[src/rtl/apb_master_arbiter.sv]
// apb_master_arbiter
//   Shares one APB master port among N_REQ on-chip requesters. Arbitration is
//   round-robin. The block generates the APB SETUP/ACCESS phases itself and
//   ends a transfer with an error if the slave never raises PREADY.
//
// Ports
//   i_clk, i_rst      clock, asynchronous active-high reset
//   i_req*            per-requester request level, direction, packed addr/wdata
//   o_req_ack         one-cycle one-hot completion pulse
//   o_req_rdata/err   completion data/error, meaningful while o_req_ack != 0
//   o_grant, o_busy   current owner (one-hot) and transfer-in-progress flag
//   o_p*, i_p*        APB master signals towards the PD0 bus
module apb_master_arbiter #(
    parameter int N_REQ          = 2,
    parameter int ADDR_WIDTH     = 32,
    parameter int DATA_WIDTH     = 32,
    parameter int TIMEOUT_CYCLES = 16
) (
    input  logic                        i_clk,
    input  logic                        i_rst,
    input  logic [N_REQ-1:0]            i_req,
    input  logic [N_REQ-1:0]            i_req_write,
    input  logic [N_REQ*ADDR_WIDTH-1:0] i_req_addr,
    input  logic [N_REQ*DATA_WIDTH-1:0] i_req_wdata,
    output logic [N_REQ-1:0]            o_req_ack,
    output logic [DATA_WIDTH-1:0]       o_req_rdata,
    output logic                        o_req_err,
    output logic [N_REQ-1:0]            o_grant,
    output logic                        o_busy,
    output logic [ADDR_WIDTH-1:0]       o_paddr,
    output logic                        o_pwrite,
    output logic                        o_psel,
    output logic                        o_penable,
    output logic [DATA_WIDTH-1:0]       o_pwdata,
    input  logic [DATA_WIDTH-1:0]       i_prdata,
    input  logic                        i_pready,
    input  logic                        i_pslverr
);

    localparam int LW = (N_REQ > 1) ? $clog2(N_REQ) : 1;
    localparam int CW = (TIMEOUT_CYCLES > 1) ? $clog2(TIMEOUT_CYCLES) : 1;
    localparam logic [CW-1:0] CNT_LAST = CW'((TIMEOUT_CYCLES > 0) ? TIMEOUT_CYCLES - 1 : 0);
    localparam logic [LW-1:0] LAST_RST = LW'(N_REQ - 1);

    typedef enum logic [1:0] {
        IDLE,
        SETUP,
        ACCESS
    } state_t;

    state_t                  state_q, state_d;
    logic [LW-1:0]           last_q, last_d;
    logic [CW-1:0]           cnt_q, cnt_d;

    logic [N_REQ-1:0]        ack_d;
    logic [DATA_WIDTH-1:0]   rdata_d;
    logic                    err_d;
    logic [N_REQ-1:0]        grant_d;
    logic                    busy_d;
    logic [ADDR_WIDTH-1:0]   paddr_d;
    logic                    pwrite_d;
    logic                    psel_d;
    logic                    penable_d;
    logic [DATA_WIDTH-1:0]   pwdata_d;

    logic [N_REQ-1:0]        eligible;
    logic [N_REQ-1:0]        eligible_sh;
    logic [N_REQ-1:0]        write_sh;
    logic                    found;
    int unsigned             win;
    int unsigned             cand;
    logic                    done;

    // Round-robin search starting just after the last owner. A requester
    // whose ack is on the outputs this cycle is masked, so a requester that
    // has not yet dropped i_req is not re-granted straight away.
    always_comb begin
        eligible    = i_req & ~o_req_ack;
        eligible_sh = '0;
        found       = 1'b0;
        win         = 0;
        cand        = 0;
        for (int unsigned off = 1; off <= N_REQ; off++) begin
            cand        = (32'(last_q) + off) % N_REQ;
            eligible_sh = eligible >> cand;
            if (!found && eligible_sh[0]) begin
                found = 1'b1;
                win   = cand;
            end
        end
    end

    always_comb begin
        state_d   = state_q;
        last_d    = last_q;
        cnt_d     = cnt_q;
        ack_d     = '0;
        rdata_d   = o_req_rdata;
        err_d     = o_req_err;
        grant_d   = o_grant;
        busy_d    = o_busy;
        paddr_d   = o_paddr;
        pwrite_d  = o_pwrite;
        psel_d    = o_psel;
        penable_d = o_penable;
        pwdata_d  = o_pwdata;
        write_sh  = i_req_write >> win;
        done      = 1'b0;

        case (state_q)
            IDLE: begin
                if (found) begin
                    paddr_d   = ADDR_WIDTH'(i_req_addr >> (win * ADDR_WIDTH));
                    pwdata_d  = DATA_WIDTH'(i_req_wdata >> (win * DATA_WIDTH));
                    pwrite_d  = write_sh[0];
                    grant_d   = N_REQ'(1) << win;
                    psel_d    = 1'b1;
                    penable_d = 1'b0;
                    busy_d    = 1'b1;
                    last_d    = LW'(win);
                    state_d   = SETUP;
                end
            end
            SETUP: begin
                penable_d = 1'b1;
                cnt_d     = '0;
                state_d   = ACCESS;
            end
            ACCESS: begin
                // PREADY is tested first so it wins over a timeout on the same edge.
                if (i_pready) begin
                    done    = 1'b1;
                    rdata_d = o_pwrite ? '0 : i_prdata;
                    err_d   = i_pslverr;
                end else if (TIMEOUT_CYCLES != 0) begin
                    if (cnt_q == CNT_LAST) begin
                        done    = 1'b1;
                        rdata_d = '0;
                        err_d   = 1'b1;
                    end else begin
                        cnt_d = cnt_q + 1'b1;
                    end
                end
                if (done) begin
                    ack_d     = o_grant;
                    grant_d   = '0;
                    psel_d    = 1'b0;
                    penable_d = 1'b0;
                    busy_d    = 1'b0;
                    state_d   = IDLE;
                end
            end
            default: state_d = IDLE;
        endcase
    end

    always_ff @(posedge i_clk or posedge i_rst) begin
        if (i_rst) begin
            state_q     <= IDLE;
            last_q      <= LAST_RST;
            cnt_q       <= '0;
            o_req_ack   <= '0;
            o_req_rdata <= '0;
            o_req_err   <= 1'b0;
            o_grant     <= '0;
            o_busy      <= 1'b0;
            o_paddr     <= '0;
            o_pwrite    <= 1'b0;
            o_psel      <= 1'b0;
            o_penable   <= 1'b0;
            o_pwdata    <= '0;
        end else begin
            state_q     <= state_d;
            last_q      <= last_d;
            cnt_q       <= cnt_d;
            o_req_ack   <= ack_d;
            o_req_rdata <= rdata_d;
            o_req_err   <= err_d;
            o_grant     <= grant_d;
            o_busy      <= busy_d;
            o_paddr     <= paddr_d;
            o_pwrite    <= pwrite_d;
            o_psel      <= psel_d;
            o_penable   <= penable_d;
            o_pwdata    <= pwdata_d;
        end
    end

endmodule

[config.mk]
export PLATFORM = sky130hd
export DESIGN_NAME = apb_master_arbiter
export DESIGN_NICKNAME = d
export VERILOG_FILES = /design/src/rtl/apb_master_arbiter.sv
export SDC_FILE = /design/constraint.sdc
export NUM_CORES = 1
export LEC_CHECK = 0
export ABC_AREA = 1
export CAP_MARGIN = 20
export CORE_AREA = 3 3 104 106
export CTS_CLUSTER_SIZE = 12
export DETAILED_ROUTE_END_ITERATION = 8
export DIE_AREA = 0 0 107 109
export DONT_BUFFER_PORTS = 1
export PLACE_DENSITY = 0.71
export SLEW_MARGIN = 0
export SYNTH_ARGS = -nofsm -noshare
export SYNTH_HDL_FRONTEND = slang
export SYNTH_SLANG_ARGS = --single-unit
[constraint.sdc]
create_clock -name i_clk -period 5.4 [get_ports i_clk]
set_clock_uncertainty 0.1 [all_clocks]
set_input_delay 1.62 -clock i_clk [delete_from_list [all_inputs] [get_ports i_clk]]
set_output_delay 1.62 -clock i_clk [all_outputs]
set_load 0.02 [all_outputs]
==> results.cfg, run 1 <==
[setup_path]
worst_path_max_delay_cell = nand2_2
cpLargestDelayFamily = simple AND/OR/NAND/NOR gates
crit_path_max_incr_delay_ps = 590
cell_breakdown_of_the_critical_path = nand3_2, nand2_2, buf_4, nand2_1, nand3_1, nand2_1
r2r_slack_ps = 3320
cp-start-kind = input pin
critical_path_maximum_fanout = 39
signal_arrival_time_at_the_worst_endpoint_ps = 2870
most_used_cell_cp = nand2_1
required_ps = 5550
worstSetupPathType = in -> reg
cp.buffers_inverters = 1
critPathCaptureType = flop

[grt]
grt_usage_pct = 24.4
wire_length_of_the_first_global_routing_pass_mm = 22.5
use_met3_pct = 5.62
antenna_found_initial = 0
peak_usage_layer_in_the_global_routing_report = met2
global_route.usage.met2_pct = 40.9
maximum_number_of_pins_on_one_net_before_global_route_repair = 71
grt_remaining_overflow = 0
vias_in_the_first_global_route = 4509
grt_util_met1_pct = 31.1

[route]
wl_mm = 14.4
dr_total_vias = 4776
drt_iter0_markers = 440
route.detailed.wl_per_inst_um = 16.3
routed_via_density = 5.39
drc = 0
route.antenna.remaining_nets = 0
drt_pass1_iterations = 5

[placement]
routabilityCongestion = 0.793
io_buffer_count = 0
hpwl_mm = 10.1

[synthesis]
synth_net_count = 942
synthArstFlopShare_pct = 100
yosys.area.top_type = dfrtp_1
synthDistinctLibCells = 20
number_of_synthesized_flops_with_an_enable_pin = 0
yosys_most_used_dff = dfrtp_1
yosys_warns = 0
synth_top_area_share_pct = 49.3
yosys.cell_count.top_type = nand2_1
post_synth.cell_area_avg_sq_um = 7.23
synth.area.top_cells = dfrtp_1 (49%), nand2_1 (19%), nand3_1 (15%), inv_1 (9.3%), buf_2 (1.9%)
syn_inst_count = 773
synth.cell_area_sq_um = 5590
postSynthRegisterBits = 111
synth.yosys.seq_area_share_pct = 49.7
synth.top_cells.by_count = nand2_1 (283), nand3_1 (173), inv_1 (139)

[pwr]
cellLeakagePower_nw = 3.53
swShare_pct = 49.5
net-switching-power_w = 0.00176
internal_power_w = 0.00179
comb_power_share_pct = 28.2
power.share.clock_pct = 14.9
vdd.ir_drop.worst_mv = 0.682
power.density_cell_area_nw_per_um2 = 609
seq_power_share_pct = 56.9

[floorplan]
die_area_sq_um = 11700
boundaryPins = 273
start_util_pct = 56.6
placeableCoreArea_sq_um = 9860
placement_rows = 36
chipHeight_um = 109
die_w_um = 107

[cells_and_area]
area_delta_synth_final_pct = 4.28
nFillCells = 926
multi_input_comb_area_sq_um = 2030
n_antenna_cell = 0
final_layout_size_suffix_gt1_share_pct = 5.05
net_count_final = 917
regArea_sq_um = 2780

[sta]
hold_slack_ps = 383
worstMarginPinSlew_ps = 932
min_period_over_period_pct = 50.3
max_freq_mhz = 368
timing.slew.headroom_pct = 37.8
drv_slew = 0
count_of_endpoints_failing_hold_in_the_final_timing_report = 0
fin_tns_setup_ps = 0
final.min_clock_period_ps = 2720
finalSetupViolations = 0
rsz0062_at_grt = no

[clock_tree]
worst_skew_pair.late_latency_ps = 360
cts_made_buffers = 9
cts_tree = done
clk_pin_slew_ps = 110
ctsResizeCount = 0
postCtsSetupBuffers = 0
cts-root-to-sink-buffers = 2
htreeDepth = 3
cts-hold-fix-buffers = 0
cts.sink_count = 111
clk_root_buffer_cell = clkbuf_8

[hold_path]
min-delay-path-class = reg -> reg

[run_status]
outcome = finished, final reports clean

[run]
drv_cap = 0
==> metal layers <==
layer / routed length [um] / part of all wire (%)
met5: 0 / 0
met4: 299 / 2.1
met3: 1160 / 8.0
met2: 7430 / 52
met1: 5520 / 38
==> worst register-to-register path, stage by stage, from the launching register on <==
cell and delay [ps]:
dfrtp_1 490, inv_1 120, nand3_2 90, nand2_2 590, buf_4 340, nand2_1 90, nand3_1 90, nand2_1 50
==> power groups by stage <==
stage	Clock, W	Combinational [W]	Sequential (W)
floorplan	0	0.000853	0.00191
global placement	0	0.000945	0.00203
detailed placement	0	0.00100	0.00203
CTS	0.000548	0.000996	0.00202
global route	0.000581	0.00118	0.00206
finish	0.000530	0.00100	0.00202
==> layout by cell type, fill, tap and decap left out, types with 2 or more instances in the layout <==
cell type / instances
buf_4: 8
clkbuf_8: 11
dfrtp_1: 110
inv_1: 138
inv_2: 4
inv_6: 2
nand2_1: 282
nand2_2: 2
nand3_1: 172
nor2_1: 7
nor2_2: 2
o21ai_0: 2
==> state kept, by name, summed over array words and instances (netlist names) <==
name,flops
o_paddr,32
last_q,1
o_psel,1
o_grant,2
o_penable,1
o_pwrite,1
o_pwdata,32
state_q,2
o_req_rdata,32
cnt_q,4
o_req_ack,2
o_req_err,1
==> worst paths after layout <==
path	startpoint	to	cells after the start
setup / recovery	i_req[0]	o_paddr[2]$_DFFE_PP0P_	6
max in group asynchronous	i_rst	o_paddr[3]$_DFFE_PP0P_	2
min in group asynchronous	i_rst	o_paddr[15]$_DFFE_PP0P_	1
hold reg to reg	last_q$_DFFE_PP1P_	last_q$_DFFE_PP1P_	2
setup reg to reg	o_req_ack[0]$_DFF_PP0_	o_paddr[2]$_DFFE_PP0P_	7
hold / removal	last_q$_DFFE_PP1P_	last_q$_DFFE_PP1P_	2
==> cell families after synthesis <==
kind of cell / Yosys count / share of synthesized area, %
compound gates: 4 / 0.358
xor+xnor: 1 / 0.157
fa+ha+maj: 1 / 0.224
buf+inv: 189 / 14.0
flops: 111 / 49.7
simple gates: 467 / 35.5
==> through the flow <==
stage          area, sq um  setup slack (ps)  power, W  std cells  utilization [%]
2_1_floorplan         5590               751   0.00276        773                -
3_3_place_gp          5580              2310   0.00298        868             56.5
3_5_place_dp          5580              2240   0.00303        868             56.5
4_1_cts               5790              2660   0.00357        884             58.7
5_1_grt               5830              2550   0.00382        886             59.1
6_report              5830              2680   0.00355        886             59.1
==> cell type report <==
cell class / instances / area share, %
inverter: 143 / 9.26
sequential: 111 / 47.7
timing repair buffer: 10 / 1.63
clock buffer: 11 / 2.60
tap: 133 / 2.86
multi-input combinational: 473 / 34.9
clock inverter: 5 / 1.05
Note: power is estimated with default switching activity, not from simulation.
==> inputs of run 2 (changes only) <==
==> constraint.sdc (replaced) <==
create_clock -name i_clk -period 2.6 [get_ports i_clk]
set_clock_uncertainty 0.1 [all_clocks]
set_input_delay 0.78 -clock i_clk [delete_from_list [all_inputs] [get_ports i_clk]]
set_output_delay 0.78 -clock i_clk [all_outputs]
set_load 0.02 [all_outputs]
==> results.cfg, run 2 (same netlist as run 1, synthesis figures left out) <==
[sta]
final.min_clock_period_ps = 1870
drv_slew = 0
fin_tns_setup_ps = 0
worst_setup_margin_ps = 729
count_of_endpoints_failing_hold_in_the_final_timing_report = 0
timing.slew.headroom_pct = 53.4
rsz0062_at_grt = no
worstMarginPinSlew_ps = 699
finalSetupViolations = 0
max_freq_mhz = 534
min_period_over_period_pct = 72.0

[route]
wl_mm = 14.2
dr_total_vias = 4721
route.antenna.remaining_nets = 0
drc = 0
drt_pass1_iterations = 5
routed_via_density = 5.32
drt_iter0_markers = 502
route.detailed.wl_per_inst_um = 16.0

[setup_path]
critPathCaptureType = flop
critical_path_maximum_fanout = 66
signal_arrival_time_at_the_worst_endpoint_ps = 2030
cp-start-kind = flop
required_ps = 2760
worstSetupPathType = reg -> reg

[clock_tree]
cts-root-to-sink-buffers = 2
ctsResizeCount = 0
worst_skew_pair.late_latency_ps = 370
cts.sink_count = 111
htreeDepth = 3
clk_root_buffer_cell = clkbuf_8
cts-hold-fix-buffers = 0
cts_made_buffers = 9
cts_tree = done
clk_pin_slew_ps = 120
postCtsSetupBuffers = 0

[pwr]
net-switching-power_w = 0.00368
swShare_pct = 50.3
seq_power_share_pct = 57.5
power.density_cell_area_nw_per_um2 = 1250
comb_power_share_pct = 28.9
power.share.clock_pct = 13.7
vdd.ir_drop.worst_mv = 0.650
internal_power_w = 0.00363
cellLeakagePower_nw = 3.52

[grt]
antenna_found_initial = 0
grt_remaining_overflow = 0
grt_usage_pct = 24.3
vias_in_the_first_global_route = 4574
maximum_number_of_pins_on_one_net_before_global_route_repair = 112
wire_length_of_the_first_global_routing_pass_mm = 22.5

[cells_and_area]
instances_no_fill = 888
n_antenna_cell = 0
net_count_final = 919
finalCoreUtilization_pct = 59.1
postLayoutCellArea_sq_um = 5830
area_delta_synth_final_pct = 4.43
largestRegisters = o_paddr (32), o_pwdata (32), o_req_rdata (32)
commonest_non_fill_non_tap_cells_in_the_layout = nand2_1 (282), nand3_1 (172), inv_1 (138)
final_layout_size_suffix_gt1_share_pct = 5.30
nFillCells = 948
most_common_cell_after_layout_fill_and_taps_aside = nand2_1

[placement]
routabilityCongestion = 0.792
hpwl_mm = 10.5
detailedPlace.worstSlack_ps = 590
io_buffer_count = 0
detailed_place.area_sq_um = 5650
post-place-cells = 872

[floorplan]
placement_rows = 36
die_w_um = 107
chipHeight_um = 109
boundaryPins = 273
die_area_sq_um = 11700
placeableCoreArea_sq_um = 9860
start_util_pct = 56.6

[run_status]
outcome = finished, final reports clean

[hold_path]
min-delay-path-class = in -> async

[run]
drv_cap = 0
run 2: path summary, 6_finish.rpt:
| path | endpoint | slack, ps | cells after the start | startpoint |
|---|---|---|---|---|
| max in group asynchronous | o_paddr[1]$_DFFE_PP0P_ | 1590 | 2 | i_rst |
| min | o_paddr[12]$_DFFE_PP0P_ | 280 | 2 | i_rst |
| max | o_paddr[3]$_DFFE_PP0P_ | 730 | 6 | o_req_ack[0]$_DFF_PP0_ |
| min in group i_clk | last_q$_DFFE_PP1P_ | 390 | 2 | last_q$_DFFE_PP1P_ |
| min reg2reg | last_q$_DFFE_PP1P_ | 390 | 2 | last_q$_DFFE_PP1P_ |
| max reg2reg | o_paddr[3]$_DFFE_PP0P_ | 730 | 6 | o_req_ack[0]$_DFF_PP0_ |
run 2: routing by layer:
metal / track usage (%) / vias up / wire (um)
met4: 10.3 / 0 / 413
met2: 41.8 / 244 / 7130
met5: 0 / - / 0
met3: 6.22 / 30 / 1270
li1: - / 2275 / -
met1: 29.0 / 2172 / 5420
run 2: area by class of cell:
cell class | count | area (sq um) | area share [%]
inverter | 143 | 541 | 9.26
clock inverter | 6 | 50.0 | 0.858
multi-input combinational | 473 | 2030 | 34.8
clock buffer | 10 | 138 | 2.36
tap | 133 | 166 | 2.85
timing repair buffer | 12 | 128 | 2.19
sequential | 111 | 2780 | 47.6
run 2: stage by stage:
step                hold WS, ps  power (W)
floorplan                   343    0.00573
global placement            369    0.00624
detailed placement          371    0.00637
CTS                         345    0.00737
global route                365    0.00787
finish                      283    0.00730
run 2: power by group through the flow:
stage                     Combinational (W)  Clock (W)  Sequential (W)
after floorplan                     0.00177          0         0.00396
after global placement              0.00201          0         0.00423
after detailed placement            0.00214          0         0.00424
after CTS                           0.00213    0.00103         0.00421
after global routing                0.00249    0.00110         0.00429
final                               0.00211   0.000999         0.00420
run 2: critical path, cell delays in order, from the launching register on:
cell and delay (ps):
dfrtp_1 500, inv_1 130, nand3_2 100, buf_4 530
nand3_1 190, nand3_1 140, nand2_1 60
==> inputs of run 3 (changes only) <==
--- a/config.mk
+++ b/config.mk
@@ -7,12 +7,12 @@
 export LEC_CHECK = 0
 export ABC_AREA = 1
 export CAP_MARGIN = 20
-export CORE_AREA = 3 3 104 106
+export CORE_MARGIN = 3
+export CORE_UTILIZATION = 57
 export CTS_CLUSTER_SIZE = 12
 export DETAILED_ROUTE_END_ITERATION = 8
-export DIE_AREA = 0 0 107 109
 export DONT_BUFFER_PORTS = 1
-export PLACE_DENSITY = 0.71
+export PLACE_DENSITY = 0.75
 export SLEW_MARGIN = 0
 export SYNTH_ARGS = -nofsm -noshare
 export SYNTH_HDL_FRONTEND = slang
==> constraint.sdc (replaced) <==
create_clock -name i_clk -period 1.6 [get_ports i_clk]
set_clock_uncertainty 0.1 [all_clocks]
set_input_delay 0.48 -clock i_clk [delete_from_list [all_inputs] [get_ports i_clk]]
set_output_delay 0.48 -clock i_clk [all_outputs]
set_load 0.02 [all_outputs]
==> results.cfg, run 3 (same netlist as run 1, synthesis figures left out) <==
[run_status]
outcome = finished, final reports clean

[cells_and_area]
most_common_cell_after_layout_fill_and_taps_aside = nand2_1
area_delta_synth_final_pct = 6.99
largestRegisters = o_paddr (32), o_pwdata (32), o_req_rdata (32)
n_antenna_cell = 0
instances_no_fill = 893
final_layout_size_suffix_gt1_share_pct = 6.41
nFillCells = 867
commonest_non_fill_non_tap_cells_in_the_layout = nand2_1 (282), nand3_1 (171), inv_1 (138)
postLayoutCellArea_sq_um = 5980
net_count_final = 928

[run]
drv_cap = 0

[setup_path]
cell_breakdown_of_the_critical_path = buf_4
crit_path_max_incr_delay_ps = 440
cp.buffers_inverters = 1
critical_path_maximum_fanout = 3
cpLargestDelayFamily = flip-flops
worstSetupPathType = reg -> out
critPathCaptureType = primary output
worst_path_max_delay_cell = dfrtp_1
cp-start-kind = flop
signal_arrival_time_at_the_worst_endpoint_ps = 980
required_ps = 1020

[sta]
final.min_clock_period_ps = 1560
finalSetupViolations = 0
drv_slew = 0
min_period_over_period_pct = 97.4
max_freq_mhz = 642
hold_slack_ps = 139
timing.slew.headroom_pct = 72.6
worstMarginPinSlew_ps = 411
count_of_endpoints_failing_hold_in_the_final_timing_report = 0

[placement]
post-place-cells = 876
hpwl_mm = 10.5
routabilityCongestion = 0.810
io_buffer_count = 0
detailed_place.area_sq_um = 5760

[floorplan]
placement_rows = 35
start_util_pct = 59.6
placeableCoreArea_sq_um = 9370
boundaryPins = 273
chipHeight_um = 105
die_w_um = 105
die_area_sq_um = 11000

[pwr]
power.density_cell_area_nw_per_um2 = 2020
cellLeakagePower_nw = 3.60
vdd.ir_drop.worst_mv = 0.867

[grt]
wire_length_of_the_first_global_routing_pass_mm = 23.1
maximum_number_of_pins_on_one_net_before_global_route_repair = 67
grt_usage_pct = 25.6
vias_in_the_first_global_route = 4719
antenna_found_initial = 0
grt_remaining_overflow = 0

[clock_tree]
clk_root_buffer_cell = clkbuf_8
postCtsSetupBuffers = 0
cts_made_buffers = 9
cts.sink_count = 111
worst_skew_pair.late_latency_ps = 370
cts_tree = done
cts-root-to-sink-buffers = 2
clk_pin_slew_ps = 120
htreeDepth = 3

[route]
drt_pass1_iterations = 8
drt_iter0_markers = 400
routed_via_density = 5.39
wl_mm = 14.3
drc = 0
route.antenna.remaining_nets = 0
dr_total_vias = 4811
route.detailed.wl_per_inst_um = 16.0

[hold_path]
min-delay-path-class = in -> reg
==> run 3: stage by stage <==
step | TNS [ps] | util [%] | worst slack, ps | power (W)
6_report | 0 | 63.8 | 42.4 | 0.0121
5_1_grt | -0.603 | 63.8 | -0.603 | 0.0130
4_1_cts | 0 | 63.7 | 23.5 | 0.0122
3_5_place_dp | 0 | 61.5 | 132 | 0.0105
3_3_place_gp | 0 | 61.5 | 181 | 0.0103
2_1_floorplan | -35520 | - | -323 | 0.00932
==> run 3: final cells by class <==
| cell class | instances | area, sq um | share of cell area, % |
|---|---|---|---|
| Tap cell | 129 | 161 | 2.70 |
| Sequential cell | 111 | 2780 | 46.5 |
| Multi-Input combinational cell | 473 | 2040 | 34.1 |
| Clock buffer | 9 | 124 | 2.07 |
| Clock inverter | 7 | 73.8 | 1.24 |
| Timing Repair Buffer | 21 | 260 | 4.35 |
| Inverter | 143 | 541 | 9.04 |
==> run 3: what timing repair did <==
| action | CTS | global route |
|---|---|---|
| resized for setup | 0 | 1 |
| hold buffers | 1 | 0 |
| hold endpoints to repair | 40 | 0 |
| setup endpoints to repair | 0 | 1 |
==> run 3: worst paths after layout <==
kind / startpoint / end / slack (ps) / depth (start not counted)
min: i_prdata[31] / o_req_rdata[31]$_DFFE_PP0P_ / 140 / 2
max: o_req_ack[1]$_DFF_PP0_ / o_req_ack[1] / 40 / 1
min in group asynchronous: i_rst / o_paddr[8]$_DFFE_PP0P_ / 590 / 3
min reg2reg: last_q$_DFFE_PP1P_ / last_q$_DFFE_PP1P_ / 390 / 2
max reg2reg: cnt_q[0]$_DFFE_PP0P_ / o_req_err$_DFFE_PP0P_ / 100 / 7
max in group asynchronous: i_rst / last_q$_DFFE_PP1P_ / 470 / 3
==> run 3: metal layers <==
metal / track usage, % / part of all wire (%) / vias to the layer above
met5: 0 / 0 / -
met4: 6.94 / 2.5 / 0
met2: 46.2 / 52 / 244
met1: 30.6 / 38 / 2236
met3: 6.05 / 7.5 / 32
li1: - / - / 2299
==> run 3: power by group <==
group | leakage, nW | switching, W | internal (W)
Clock | 0.101 | 0.00105 | 0.000620
Sequential | 1.38 | 0.00267 | 0.00413
Combinational | 2.12 | 0.00234 | 0.00128
Total | 3.60 | 0.00606 | 0.00603
